$ cat config.mk
export PLATFORM = sky130hd
export DESIGN_NAME = avmm_burst_slave
export DESIGN_NICKNAME = d
export VERILOG_FILES = /design/src/rtl/avmm_burst_slave.sv
export SDC_FILE = /design/constraint.sdc
export NUM_CORES = 1
export LEC_CHECK = 0
export CORE_MARGIN = 1.5
export CORE_UTILIZATION = 52
export DETAILED_ROUTE_END_ITERATION = 8
export GPL_TIMING_DRIVEN = 0
export PLACE_DENSITY_LB_ADDON = 0.05
export SYNTH_ARGS = -nofsm -noshare
export SYNTH_HDL_FRONTEND = slang
export SYNTH_SLANG_ARGS = --single-unit
$ cat constraint.sdc
create_clock -name clock -period 3.7 [get_ports clock]
set_input_delay 0.74 -clock clock [delete_from_list [all_inputs] [get_ports clock]]
set_output_delay 0.74 -clock clock [all_outputs]
set_load 0.01 [all_outputs]
$ cat src/rtl/avmm_burst_slave.sv
// avmm_burst_slave: Avalon-MM burst slave over NREGS 32-bit registers.
// Reads stream one beat per cycle while waitrequest is held high; writes take
// one beat per cycle with write=1 and stall on idle cycles.
// Optional feature macro: AVMM_SLV_WRITERESP_EN adds a one-cycle write response.
// Handshake: a command is taken in IDLE on any rising edge where read or write
// is 1 (write wins over read). waitrequest=1 only in RD_BURST, and commands
// presented then are ignored. Read beats are signalled by readdatavalid and
// write completions by writeresponsevalid. Both are registered and never
// high in the same cycle.
module avmm_burst_slave #(
    parameter int NREGS     = 16,
    parameter int MAX_BURST = 16
) (
    input  logic                  clock,
    input  logic                  reset_n,
    input  logic [15:0]           address,
    input  logic                  read,
    input  logic                  write,
    input  logic [31:0]           writedata,
    input  logic [3:0]            byteenable,
    input  logic [10:0]           burstcount,
    input  logic                  beginbursttransfer,
    output logic [31:0]           readdata,
    output logic                  readdatavalid,
    output logic [1:0]            response,
    output logic                  waitrequest,
    output logic                  writeresponsevalid,
    output logic [NREGS*32-1:0]   reg_q,
    output logic [1:0]            state_dbg_o
);

    localparam int          AW      = (NREGS > 1) ? $clog2(NREGS) : 1;
    localparam logic [16:0] NREGS_W = 17'(NREGS);
    localparam logic [10:0] MAX_BC  = 11'(MAX_BURST);

    typedef enum logic [1:0] {
        IDLE     = 2'd0,
        RD_BURST = 2'd1,
        WR_BURST = 2'd2
    } state_t;

    state_t      state_q, state_d;
    logic [16:0] rd_ptr_q, rd_ptr_d;
    logic [10:0] rd_left_q, rd_left_d;
    logic [16:0] wr_ptr_q, wr_ptr_d;
    logic [10:0] wr_left_q, wr_left_d;
    logic [31:0] rdata_q, rdata_d;
    logic        rdv_q, rdv_d;
    logic [1:0]  resp_q, resp_d;
    logic        wrv_q, wrv_d;
    logic [31:0] regs_q [NREGS];

`ifdef AVMM_SLV_WRITERESP_EN
    logic        wr_err_q, wr_err_d;
`endif

    // Beat selection produced by the FSM, consumed by the data path below.
    logic        rd_beat;
    logic [16:0] rd_sel;
    logic        wr_beat;
    logic [16:0] wr_sel;
    logic        wr_en;
    logic [AW-1:0] wr_idx;

    // Address is widened by one bit so that start+i never wraps into range.
    logic [16:0] cmd_addr;
    logic        cmd_legal;
    logic        cmd_oor;
    logic        burst_oor;
    logic        unused_bbt;

    assign cmd_addr   = {1'b0, address};
    assign cmd_legal  = (burstcount != 11'd0) && (burstcount <= MAX_BC);
    assign cmd_oor    = (cmd_addr >= NREGS_W);
    assign burst_oor  = (wr_ptr_q >= NREGS_W);
    assign unused_bbt = beginbursttransfer;

    // State and pointer registers.
    always_ff @(posedge clock or negedge reset_n) begin
        if (!reset_n) begin
            state_q   <= IDLE;
            rd_ptr_q  <= '0;
            rd_left_q <= '0;
            wr_ptr_q  <= '0;
            wr_left_q <= '0;
            rdata_q   <= '0;
            rdv_q     <= 1'b0;
            resp_q    <= 2'b00;
            wrv_q     <= 1'b0;
        end else begin
            state_q   <= state_d;
            rd_ptr_q  <= rd_ptr_d;
            rd_left_q <= rd_left_d;
            wr_ptr_q  <= wr_ptr_d;
            wr_left_q <= wr_left_d;
            rdata_q   <= rdata_d;
            rdv_q     <= rdv_d;
            resp_q    <= resp_d;
            wrv_q     <= wrv_d;
        end
    end

`ifdef AVMM_SLV_WRITERESP_EN
    // Sticky out-of-range flag for the write burst in progress.
    always_ff @(posedge clock or negedge reset_n) begin
        if (!reset_n) wr_err_q <= 1'b0;
        else          wr_err_q <= wr_err_d;
    end
`endif

    // Next-state logic, beat selection and registered-output next values.
    always_comb begin
        state_d   = state_q;
        rd_ptr_d  = rd_ptr_q;
        rd_left_d = rd_left_q;
        wr_ptr_d  = wr_ptr_q;
        wr_left_d = wr_left_q;
        rdata_d   = 32'd0;
        rdv_d     = 1'b0;
        resp_d    = 2'b00;
        wrv_d     = 1'b0;
        rd_beat   = 1'b0;
        rd_sel    = rd_ptr_q;
        wr_beat   = 1'b0;
        wr_sel    = wr_ptr_q;
`ifdef AVMM_SLV_WRITERESP_EN
        wr_err_d  = wr_err_q;
`endif
        case (state_q)
            IDLE: begin
                if (write) begin
                    if (cmd_legal) begin
                        wr_beat = 1'b1;
                        wr_sel  = cmd_addr;
                        if (burstcount > 11'd1) begin
                            state_d   = WR_BURST;
                            wr_ptr_d  = cmd_addr + 17'd1;
                            wr_left_d = burstcount - 11'd1;
`ifdef AVMM_SLV_WRITERESP_EN
                            wr_err_d  = cmd_oor;
`endif
                        end else begin
`ifdef AVMM_SLV_WRITERESP_EN
                            wrv_d  = 1'b1;
                            resp_d = cmd_oor ? 2'b11 : 2'b00;
`endif
                        end
                    end else begin
`ifdef AVMM_SLV_WRITERESP_EN
                        wrv_d  = 1'b1;
                        resp_d = 2'b10;
`endif
                    end
                end else if (read) begin
                    state_d = RD_BURST;
                    if (cmd_legal) begin
                        rd_beat   = 1'b1;
                        rd_sel    = cmd_addr;
                        rd_ptr_d  = cmd_addr + 17'd1;
                        rd_left_d = burstcount - 11'd1;
                    end else begin
                        // Illegal count: one error beat, then back to IDLE.
                        rdv_d     = 1'b1;
                        resp_d    = 2'b10;
                        rd_left_d = 11'd0;
                    end
                end
            end
            RD_BURST: begin
                if (rd_left_q == 11'd0) begin
                    state_d = IDLE;
                end else begin
                    rd_beat   = 1'b1;
                    rd_sel    = rd_ptr_q;
                    rd_ptr_d  = rd_ptr_q + 17'd1;
                    rd_left_d = rd_left_q - 11'd1;
                end
            end
            WR_BURST: begin
                if (write) begin
                    wr_beat   = 1'b1;
                    wr_sel    = wr_ptr_q;
                    wr_ptr_d  = wr_ptr_q + 17'd1;
                    wr_left_d = wr_left_q - 11'd1;
`ifdef AVMM_SLV_WRITERESP_EN
                    wr_err_d  = wr_err_q | burst_oor;
`endif
                    if (wr_left_q == 11'd1) begin
                        state_d = IDLE;
`ifdef AVMM_SLV_WRITERESP_EN
                        wrv_d  = 1'b1;
                        resp_d = (wr_err_q | burst_oor) ? 2'b11 : 2'b00;
`endif
                    end
                end
            end
            default: state_d = IDLE;
        endcase

        if (rd_beat) begin
            rdv_d = 1'b1;
            if (rd_sel < NREGS_W) begin
                rdata_d = regs_q[rd_sel[AW-1:0]];
                resp_d  = 2'b00;
            end else begin
                rdata_d = 32'd0;
                resp_d  = 2'b11;
            end
        end
    end

    assign wr_en  = wr_beat && (wr_sel < NREGS_W);
    assign wr_idx = wr_sel[AW-1:0];

    // Register file with per-byte enables; out-of-range beats never reach it.
    always_ff @(posedge clock or negedge reset_n) begin
        if (!reset_n) begin
            for (int i = 0; i < NREGS; i++) regs_q[i] <= 32'd0;
        end else if (wr_en) begin
            for (int k = 0; k < 4; k++) begin
                if (byteenable[k]) regs_q[wr_idx][8*k +: 8] <= writedata[8*k +: 8];
            end
        end
    end

    for (genvar g = 0; g < NREGS; g++) begin : g_regout
        assign reg_q[32*g +: 32] = regs_q[g];
    end

    assign readdata           = rdata_q;
    assign readdatavalid      = rdv_q;
    assign response           = resp_q;
    assign waitrequest        = (state_q == RD_BURST);
    assign writeresponsevalid = wrv_q;
    assign state_dbg_o        = state_q;

`ifndef AVMM_SLV_WRITERESP_EN
    logic unused_wr;
    assign unused_wr = burst_oor;
`endif

endmodule

==> results.json, run 1 <==
{
  "grt_usage": 0.467,
  "area_growth_pct": 39.7,
  "wl_um": 138000,
  "fp.dieH_um": 241,
  "combPwrFrac": 0.310,
  "seqPwrFrac": 0.359,
  "vias": 27100,
  "drv_slew": 0,
  "grt_pass1_wl_um": 191000,
  "synth-compound-area-share": 0.113,
  "gp_congestion": 1.01,
  "drtIter0Drc": 3119,
  "synthMuxAreaShare": 0.237,
  "synth_common_cells": "dfrtp_1, mux2_2, a21oi_1",
  "startpoint_type": "register",
  "synthTopCellsByArea": "dfrtp_1, mux2_2, a21oi_1",
  "finalHoldViolations": 0,
  "place_worst_setup_slack_ps": -2480,
  "final_area_mm2": 0.0412,
  "insertion_delay_ps": 630,
  "async_flop_share": 1.00,
  "finalNetCount": 3338,
  "start_util": 0.525,
  "synth_top_family_by_area": "multiplexers",
  "cp_max_fo": 10,
  "maxSlewHeadroom": 0.206,
  "grt_max_degree": 133,
  "seq_area_frac_synth": 0.513,
  "swShare": 0.375,
  "port_buffers": 614,
  "ys_warn_count": 0,
  "ctsHoldBuffers": 0,
  "crit_required_ps": 2960,
  "synthSimpleGateAreaFrac": 0.0990,
  "grt_pass1_vias": 26200,
  "outcome": "finished clean",
  "rows": 87,
  "cts-htree-levels": 3,
  "setup_violations": 0,
  "cts.root.buffer_cell": "clkbuf_16",
  "min_period_over_period": 0.981,
  "synth_area_leader_cell": "dfrtp_1",
  "routed_via_density": 6.67,
  "dp_hpwl_um": 100000,
  "core_mm2": 0.0562,
  "internal_power_uw": 12700,
  "syn_nets": 2557,
  "grt_util_met3": 0.134,
  "yosysMostFrequentCell": "dfrtp_1",
  "r2r_start": "rd_left_q[0]",
  "ys.flop_type": "dfrtp_1",
  "syn_avg_cell_area_um2": 11.9,
  "worst_ep_arrival_time_ps": 2890,
  "synth-adder-area-share": 0.00382,
  "worst_slack_ps": 68.9,
  "grt_most_used_layer": "met2",
  "num_io_pins": 619,
  "clk_path_buf_depth": 3,
  "place_area_mm2": 0.0367,
  "ys_types": 71,
  "netlist_area_mm2": 0.0295,
  "final_layout_size_suffix_gt1_frac": 0.302,
  "die_area_mm2": 0.0581,
  "fmax_ghz": 0.275,
  "reg2reg_depth": 12,
  "p_clk_frac": 0.331,
  "hold_path_class": "primary input to asynchronous set/reset pin",
  "reg2reg_to": "readdata[29]",
  "synth_edf_count": 0,
  "peakVddDrop_uv": 401,
  "antenna_found_initial": 3,
  "end_kind": "output port",
  "rsz0062_at_grt": "false",
  "cts.sink_count": 605,
  "synth_seq_cells": 605,
  "clk_pin_slew_ps": 60,
  "cellLeakagePower_uw": 0.0178,
  "synthCells": 2480,
  "fin_crit_ps": 3630,
  "synth_top_area_frac": 0.513,
  "wire_per_inst_um": 33.8,
  "p_per_area_mw_per_mm2": 495,
  "max-cap-violations": 0,
  "die_w_um": 241,
  "grt.met2_usage": 0.674,
  "synth_xor_area_frac": 0.00768,
  "grtUsageMet1": 0.620,
  "cts_tree": "built",
  "regToRegSetupSlack_ps": 160,
  "tightest_slew_ps": 1180,
  "fin_skew_ps": 31.7,
  "numCtsBuffers": 66,
  "path_class": "register to output port",
  "p_sw_uw": 7660,
  "nFillCells": 3806,
  "overflow": 0,
  "postRouteAntennaNets": 0,
  "drc_errors": 0,
  "dr.pass1.iters": 9
}
## power groups by stage
stage | Sequential [uW] | Combinational [uW] | Clock [uW]
floorplan | 7370 | 2670 | 0
detailed placement | 7410 | 5520 | 0
global route | 7360 | 6420 | 6990
CTS | 7310 | 5770 | 6740
global placement | 7420 | 5460 | 0
finish | 7330 | 6330 | 6750
## state kept, by name (all words and copies together) (netlist names)
name and count:
rd_left_q 11, reg_q 512, readdata 32, wr_left_q 11
rd_ptr_q 17, response 2, state_dbg_o 2, readdatavalid 1
wr_ptr_q 17
## area by class of cell
class	count	area (um2)	area share
Tap cell	756	946	0.0230
Buffer	161	885	0.0215
Inverter	18	67.6	0.00164
Clock buffer	102	2010	0.0488
Multi-Input combinational cell	1692	14300	0.347
Clock inverter	15	166	0.00404
Timing Repair Buffer	717	7700	0.187
Antenna cell	3	7.51	0.000182
Sequential cell	605	15100	0.368
## layout by cell type, fill, tap and decap left out, types with 9 or more instances in the layout
master	count
inv_1	16
a211oi_1	23
a2111oi_2	13
clkbuf_1	85
nor4_1	11
nor2_1	54
ha_1	9
o21ai_0	135
clkbuf_8	18
mux2_2	525
nor3_1	19
and3_1	37
nand2_1	129
xor2_1	13
nor2_4	65
buf_4	51
nand2b_1	12
a21oi_1	154
a2111oi_4	15
a221o_1	22
buf_12	55
or3_1	10
o22ai_1	32
nand2_2	15
dfrtp_1	604
buf_2	23
nand3_1	121
xnor2_1	10
clkbuf_16	68
mux2i_1	56
clkbuf_2	41
mux2_1	35
clkdlybuf4s50_1	611
a22o_1	12
o22a_1	13
a31o_2	29
## worst max-delay path, cell delays in order, from the launching register on
cell             delay, ps
dfrtp_1                460
nand2b_2               360
inv_1                  220
clkbuf_2               330
clkbuf_4               330
clkdlybuf4s50_1        570
## what timing repair did
| action | CTS | global route |
|---|---|---|
| endpoints found under the setup margin | 546 | 553 |
| resized for setup | 150 | 124 |
| pin swaps | 56 | 23 |
| setup buffers | 74 | 22 |
## routing by layer
| metal | wire length, um | vias to the layer above |
|---|---|---|
| li1 | - | 10800 |
| met1 | 51600 | 13800 |
| met2 | 59000 | 2093 |
| met3 | 17200 | 499 |
| met4 | 9970 | 0 |
| met5 | 0 | - |
## cells by family after synthesis
| logic type | after synthesis |
|---|---|
| AND/OR/NAND/NOR | 515 |
| XOR/XNOR | 25 |
| adder cells (fa/ha/maj) | 9 |
| AO/OA/AOI/OAI | 516 |
| buffers and inverters | 183 |
| flip-flops | 605 |
| multiplexers | 626 |
| other | 1 |
## per-stage QoR
step	hold WS, ps	TNS, ps	total power [uW]	util	cells
global placement	483	-	12900	0.651	3850
floorplan	444	0	10000	-	2480
finish	94.6	0	20400	0.733	4069
detailed placement	492	-520340	12900	0.654	3857
global route	144	0	20800	0.733	4066
CTS	128	0	19800	0.720	4046
## worst max-delay path by stage
stage,slack (ps),from,endpoint,cells after the start
finish,70,state_dbg_o[1],waitrequest,5
global route,40,state_dbg_o[1],waitrequest,5
CTS,3,burstcount[1],readdata[23],11
detailed placement,-2480,burstcount[0],readdata[14],11
global placement,-24400,reset_n,reg_q[114],1
floorplan,480,burstcount[1],reg_q[73],10
(Power assumes the default switching activity.)
==> run 2, diff against run 1 <==
- PLACE_DENSITY: not set -> 0.81
- PLACE_DENSITY_LB_ADDON: 0.05 -> not set
==> results.json, run 2 (same netlist as run 1, synthesis figures left out) <==
{
  "cts.sink_count": 605,
  "stdcell_count": 4065,
  "port_buffers": 614,
  "max-cap-violations": 0,
  "cts_tree": "built",
  "startpoint_type": "primary input",
  "final_util": 0.729,
  "slowest_delay_ps": 790,
  "start_util": 0.525,
  "cellLeakagePower_uw": 0.0177,
  "finalHoldViolations": 0,
  "reg2reg_depth": 12,
  "wl_um": 143000,
  "min_period_over_period": 1.01,
  "path_class": "primary input to register",
  "finalNetCount": 3328,
  "peakVddDrop_uv": 419,
  "internal_power_uw": 13200,
  "dp_hpwl_um": 105000,
  "cts-htree-levels": 3,
  "r2r_start": "rd_left_q[0]",
  "multi_input_area_mm2": 0.0141,
  "regArea_mm2": 0.0151,
  "critPathCapture": "readdata[13]",
  "final_cell_mix": "clkdlybuf4s50_1, dfrtp_1, mux2_2",
  "gp_congestion": 1.01,
  "grt_max_degree": 124,
  "grt_pass1_wl_um": 197000,
  "fin_skew_ps": 32.2,
  "combPwrFrac": 0.311,
  "vias": 27700,
  "area_growth_pct": 38.8,
  "outcome": "finished, violations left",
  "drtIter0Drc": 3625,
  "clk_path_buf_depth": 3,
  "final_common_cell": "clkdlybuf4s50_1",
  "crit_slowest_cell": "clkbuf_1",
  "fin_crit_ps": 3740,
  "hold_path_class": "primary input to asynchronous set/reset pin",
  "num_io_pins": 619,
  "die_area_mm2": 0.0581,
  "tightest_slew_ps": 1080,
  "crit_required_ps": 4140,
  "end_kind": "register",
  "fmax_ghz": 0.267,
  "regToRegSetupSlack_ps": 110,
  "p_per_area_mw_per_mm2": 513,
  "drc_errors": 0,
  "numCtsBuffers": 67,
  "violations": "negative setup slack",
  "postRouteAntennaNets": 0,
  "insertion_delay_ps": 630,
  "rows": 87,
  "worst_ep_arrival_time_ps": 4180,
  "grt_pass1_vias": 26700,
  "wire_per_inst_um": 35.3,
  "die_w_um": 241,
  "grt_usage": 0.484,
  "worst_slack_ps": -42.4,
  "startpoint": "burstcount[5]",
  "tns_ps": -104,
  "clk_pin_slew_ps": 60,
  "power.total_uw": 21000,
  "nFillCells": 3974,
  "dr.pass1.iters": 6,
  "swShare": 0.373,
  "path_cells": "clkdlybuf4s50_1, nor3_4, and2_1, nand3_2, mux2i_4, clkbuf_1, a221o_1, o22ai_2",
  "antenna_found_initial": 6,
  "overflow": 0,
  "core_mm2": 0.0562,
  "place_worst_setup_slack_ps": -3400,
  "largest_reg_flops": 512,
  "rsz0062_at_grt": "true",
  "routed_via_density": 6.81,
  "fp.dieH_um": 241,
  "p_clk_frac": 0.339,
  "drv_slew": 0,
  "reg2reg_to": "readdata[13]",
  "cp_max_fo": 10,
  "setup_violations": 5,
  "dp_cells": 3863,
  "p_sw_uw": 7840,
  "cts.root.buffer_cell": "clkbuf_16",
  "seqPwrFrac": 0.350,
  "final_layout_size_suffix_gt1_frac": 0.300,
  "maxSlewHeadroom": 0.280
}
## run 2: changes by cell type in the layout (fill, tap and decap cells not counted), moves of 5 or more
cell and delta:
a2111oi_1 +5, buf_6 -5, buf_2 -5, a2111oi_4 -6, buf_12 -15, buf_4 +5
## run 2: power groups by stage
stage,registers (uW),logic (uW),clock network (uW)
floorplan,7370,2670,0
finish,7340,6540,7130
detailed placement,7420,5610,0
CTS,7310,5930,7120
global route,7370,6550,7370
global placement,7430,5520,0
## run 2: worst max-delay path, delay by kind of cell
family	cells	cell delay, ps
simple gates	3	910
compound gates	2	610
buf+inv	2	1330
mux	1	570
## run 2: per-stage QoR
stage	hold slack, ps	instance area, um2
2_1_floorplan	444	29500
3_3_place_gp	483	36600
3_5_place_dp	487	36800
4_1_cts	50.5	40500
5_1_grt	89.7	40900
6_report	51.1	40900
## run 2: how the worst min path moves through the flow
stage / from / to / slack (ps) / depth (start not counted)
3_5_place_dp: wr_left_q[6] / wr_left_q[6] / 490 / 1
2_1_floorplan: reset_n / rd_left_q[0] / 440 / 0
4_1_cts: reset_n / wr_ptr_q[11] / 50 / 1
5_1_grt: reset_n / readdatavalid / 90 / 1
6_report: reset_n / readdatavalid / 50 / 1
3_3_place_gp: wr_left_q[7] / wr_left_q[7] / 480 / 1
## run 2: what timing repair did
| item | CTS | global route |
|---|---|---|
| pin swaps | 38 | 17 |
| gates cloned | 0 | 1 |
| hold buffers | 0 | 0 |
| setup endpoints to repair | 546 | 536 |
| buffers inserted | 58 | 20 |
| gates resized for setup | 157 | 62 |
## run 2: cell type report
class,instances,share of cell area
flip-flops and latches,605,0.370
multi-input cells,1692,0.345
repair buffers,706,0.182
clock buffers,97,0.0492
well taps,756,0.0231
plain buffers,161,0.0210
clock inverters,25,0.00783
inverters,18,0.00165
diodes,5,0.000306
## run 2: routing by layer
metal / up-vias / wire, um / share of wire / track usage
met5: - / 43 / 0.00030 / 0
met4: 6 / 10900 / 0.076 / 0.300
met3: 610 / 18200 / 0.13 / 0.158
met2: 2386 / 62900 / 0.44 / 0.720
met1: 14000 / 51400 / 0.36 / 0.611
li1: 10700 / - / - / -
==> variant 1, RTL diff (config.mk and constraints of run 1) <==
Set the parameter `NREGS` to 8 (it was 16).
--- a/src/rtl/avmm_burst_slave.sv
+++ b/src/rtl/avmm_burst_slave.sv
@@ -8,7 +8,7 @@
 // write completions by writeresponsevalid. Both are registered and never
 // high in the same cycle.
 module avmm_burst_slave #(
-    parameter int NREGS     = 16,
+    parameter int NREGS     = 8,
     parameter int MAX_BURST = 16
 ) (
     input  logic                  clock,
Interface: changed (resized reg_q); port bits go from 619 to 363. No check against the original RTL was run, so the function may have changed too.
==> variant 1 against run 1 <==
The run now ends with setup timing left. Area after synthesis shrank 41%. Critical path depth grew 5. Final area shrank 43%. Power shrank 45%. Worst setup slack lost 84 ps. Wire length shrank 51%. Sequential cell count shrank 256. Final cell count shrank 39%. Clock power shrank 41%. Largest cell class unchanged.
==> variant 1: results (changes against run 1) <==
[metrics] Final Worst Setup Slack: -15.1 ps (was 68.9 ps)
[metrics] Detailed Place HPWL: 46,100 um (was 100,000 um)
[metrics] run status: finished, violations left (was completed)
[metrics] port bufs: 360 (was 614)
[metrics] violated checks: setup timing
[metrics] final-report setup violation count: 4 (was 0)
[metrics] Reg2Reg Launch Point: state_dbg_o[0] (was rd_left_q[0])
[metrics] post-synthesis adder-cell area fraction: 0.00572 (was 0.00382)
[metrics] ratio of cells with drive above 1 in the final layout: 0.240 (was 0.302)
[metrics] buffers inserted during post-CTS setup optimization: 0 (was 74)
[metrics] total number of nets in the final design: 2,072 (was 3,338)
[metrics] highest metal layer used by the detailed router: met5 (was met4)
[metrics] setup TNS: -43.8 ps (was 0 ps)
[metrics] Layout Cells excl Fill: 2,469 (was 4,069)
[metrics] cell class contributing the biggest share of worst-path delay: simple AND/OR/NAND/NOR gates (was buffers and inverters)
[metrics] Met1 Routed Length: 25,900 um (was 51,600 um)
[metrics] M2 GR Usage: 0.596 (was 0.674)
[metrics] violation count after the first detailed-route iteration: 1,383 (was 3,119)
[metrics] final hold slack: 16.9 ps (was 94.6 ps)
[metrics] Clk Latency, worst-skew pair: 550 ps (was 630 ps)
[metrics] capture point of the worst path: reg_q[224] (was waitrequest)
[metrics] maximum number of pins on one net before global-route repair: 121 (was 133)
[metrics] met1 layer usage reported by global route: 0.471 (was 0.620)
[metrics] reg-to-reg critical path endpoint: readdata[22] (was readdata[29])
[metrics] Inserted Clock Buffers: 39 (was 66)
-- variant 1: changes by cell type after synthesis, moves of 35 or more --
cell	delta
sky130_fd_sc_hd__dfrtp_1	-256
sky130_fd_sc_hd__nand2_1	-91
sky130_fd_sc_hd__clkbuf_1	-47
sky130_fd_sc_hd__mux2i_1	-53
sky130_fd_sc_hd__and3_1	+67
sky130_fd_sc_hd__a211oi_1	+40
sky130_fd_sc_hd__nor4_1	+35
sky130_fd_sc_hd__a21oi_1	-94
sky130_fd_sc_hd__mux2_2	-274
-- variant 1: cell type report --
type	instances	area [sq um]
Antenna cell	1	2.50
Buffer	102	452
Clock buffer	62	1190
Clock inverter	9	110
Fill cell	2420	9150
Inverter	19	71.3
Multi-Input combinational cell	1098	8400
Sequential cell	349	8730
Tap cell	442	553
Timing Repair Buffer	387	4110
-- variant 1: power by group --
group	internal, mW	switching, mW	total (mW)
sequential	4.02	0.224	4.24
combinational	0.906	2.05	2.96
clock	2.36	1.61	3.97
==> variant 2, RTL diff (config.mk and constraints of run 1) <==
Made on the original files. Register the output `state_dbg_o` once more, without a reset; this adds one clock of latency there. The other outputs are not delayed to match.
--- a/src/rtl/avmm_burst_slave.sv
+++ b/src/rtl/avmm_burst_slave.sv
@@ -232,7 +232,9 @@
     assign response           = resp_q;
     assign waitrequest        = (state_q == RD_BURST);
     assign writeresponsevalid = wrv_q;
-    assign state_dbg_o        = state_q;
+    always_ff @(posedge clock) begin
+        state_dbg_o <= state_q;
+    end
 
 `ifndef AVMM_SLV_WRITERESP_EN
     logic unused_wr;
Function: not settled (the Yosys comparison gave no result); the edit may change what the design does.
==> variant 2 against run 1 <==
Area after synthesis grew 0.98%. Sequential power increased by 4.2%. Power is 6.9% higher. Register-to-register slack better by 40 ps. Final area increased by 1.1%. Via count is 2.9% higher. Wire length grew 2.6%. Sequential cell count up 2. Worst setup slack lost 60 ps. Die area rose by 0.97%.
==> variant 2: results (changes against run 1) <==
[metrics] global-route wire length before repair: 195,000 um (was 191,000 um)
[metrics] most used standard cells in the synthesized netlist: sky130_fd_sc_hd__dfrtp_1, sky130_fd_sc_hd__mux2_2, sky130_fd_sc_hd__a21oi_1 (unchanged)
[metrics] capture point of the worst path: reg_q[450] (was waitrequest)
[metrics] ratio of cells with drive above 1 in the final layout: 0.295 (was 0.302)
[metrics] met3 track demand over resource in global routing: 0.176 (was 0.134)
[metrics] crit path max fanout: 8 (was 10)
[metrics] number of cell instances on the worst register-to-register path: 11 (was 12)
[metrics] number of distinct library cell variants in the gate-level netlist after synthesis: 69 (was 71)
[metrics] violation count after the first detailed-route iteration: 3,627 (was 3,119)
[metrics] post-CTS resize count: 145 (was 150)
[metrics] reg-to-reg setup timing slack: 200 ps (was 160 ps)
[metrics] buffers inserted during post-CTS setup optimization: 25 (was 74)
[metrics] placed instance area: 37,000 sq um (was 36,700 sq um)
[metrics] M2 GR Usage: 0.665 (was 0.674)
[metrics] net count after synthesis: 2,611 (was 2,557)
[metrics] reg-to-reg critical path endpoint: readdata[17] (was readdata[29])
[metrics] antenna violations before repair: 6 (was 3)
[metrics] overall power: 21.8 mW (was 20.4 mW)
[metrics] detailed-route via count: 27,900 (was 27,100)
[metrics] Inserted Clock Buffers: 69 (was 66)
[metrics] total number of nets in the final design: 3,383 (was 3,338)
[metrics] crit path DAT: 4200 ps (was 2890 ps)
[metrics] fraction of registers with async set or reset after synthesis: 0.997 (was 1.00)
[metrics] final weighted congestion of routability-driven global placement: 0.998 (was 1.01)
[metrics] leakage: 17.9 nW (was 17.8 nW)
[metrics] vias in the first global route: 26,800 (was 26,200)
[metrics] maximum number of pins on one net before global-route repair: 118 (was 133)
[metrics] Reg2Reg Launch Point: state_q[1] (was rd_left_q[0])
[metrics] worst setup path startpoint: burstcount[1] (was state_dbg_o[1])
[metrics] filler cell count: 3,784 (was 3,806)
[metrics] run status: completed (unchanged)
[metrics] largest vdd supply drop: 0.413 mV (was 0.401 mV)
[metrics] highest metal layer used by the detailed router: met5 (was met4)
[metrics] First-pass DRT Iterations: 8 (was 9)
[metrics] cells taking the most area after synthesis: sky130_fd_sc_hd__dfrtp_1, sky130_fd_sc_hd__mux2_2, sky130_fd_sc_hd__a21oi_1 (unchanged)
[metrics] gate count of the mapped netlist: 2,534 (was 2,480)
[metrics] Post-Route WL: 141,000 um (was 138,000 um)
[metrics] Detail Route met3 WL: 19,500 um (was 17,200 um)
==> variant 2: cell families after synthesis <==
group / count (synthesis) / share of synthesized area
mux: 651 / 0.244
flops: 607 / 0.510
compound gates: 540 / 0.114
simple gates: 504 / 0.0949
buf+inv: 198 / 0.0264
xor+xnor: 24 / 0.00706
fa+ha+maj: 9 / 0.00378
other cells: 1 / 0.000126
==> variant 2: worst max-delay path: stages <==
cell and delay, ps:
sky130_fd_sc_hd__clkdlybuf4s50_1 530, sky130_fd_sc_hd__inv_1 100, sky130_fd_sc_hd__ha_1 190, sky130_fd_sc_hd__nor3b_4 140, sky130_fd_sc_hd__buf_4 180, sky130_fd_sc_hd__xor2_4 180, sky130_fd_sc_hd__nor4_4 230, sky130_fd_sc_hd__buf_4 230
sky130_fd_sc_hd__buf_12 130, sky130_fd_sc_hd__mux2i_2 370, sky130_fd_sc_hd__nand2_2 380, sky130_fd_sc_hd__nor2_4 260, sky130_fd_sc_hd__buf_12 180, sky130_fd_sc_hd__mux2_2 340
==> variant 2: stage by stage <==
step	utilization	TNS [ps]	worst slack, ps	hold slack [ps]
floorplan	-	0	424	444
global placement	0.653	-	-24390	474
detailed placement	0.655	-587770	-2130	501
CTS	0.710	-312	-26.1	117
global route	0.737	-2570	-102	148
finish	0.737	0	8.94	80.6
==> variant 2: cell type report <==
cell class	instances	area (sq um)	share of cell area
Antenna cell	6	15.0	0.000361
Buffer	176	930	0.0223
Clock buffer	98	2020	0.0485
Clock inverter	23	298	0.00715
Inverter	21	78.8	0.00189
Multi-Input combinational cell	1729	14400	0.347
Sequential cell	607	15200	0.364
Tap cell	756	946	0.0227
Timing Repair Buffer	702	7750	0.186
==> variant 2: power breakdown <==
part / switching [mW] / internal, mW
logic: 4.91 / 2.12
clock network: 2.92 / 4.23
registers: 0.544 / 7.09
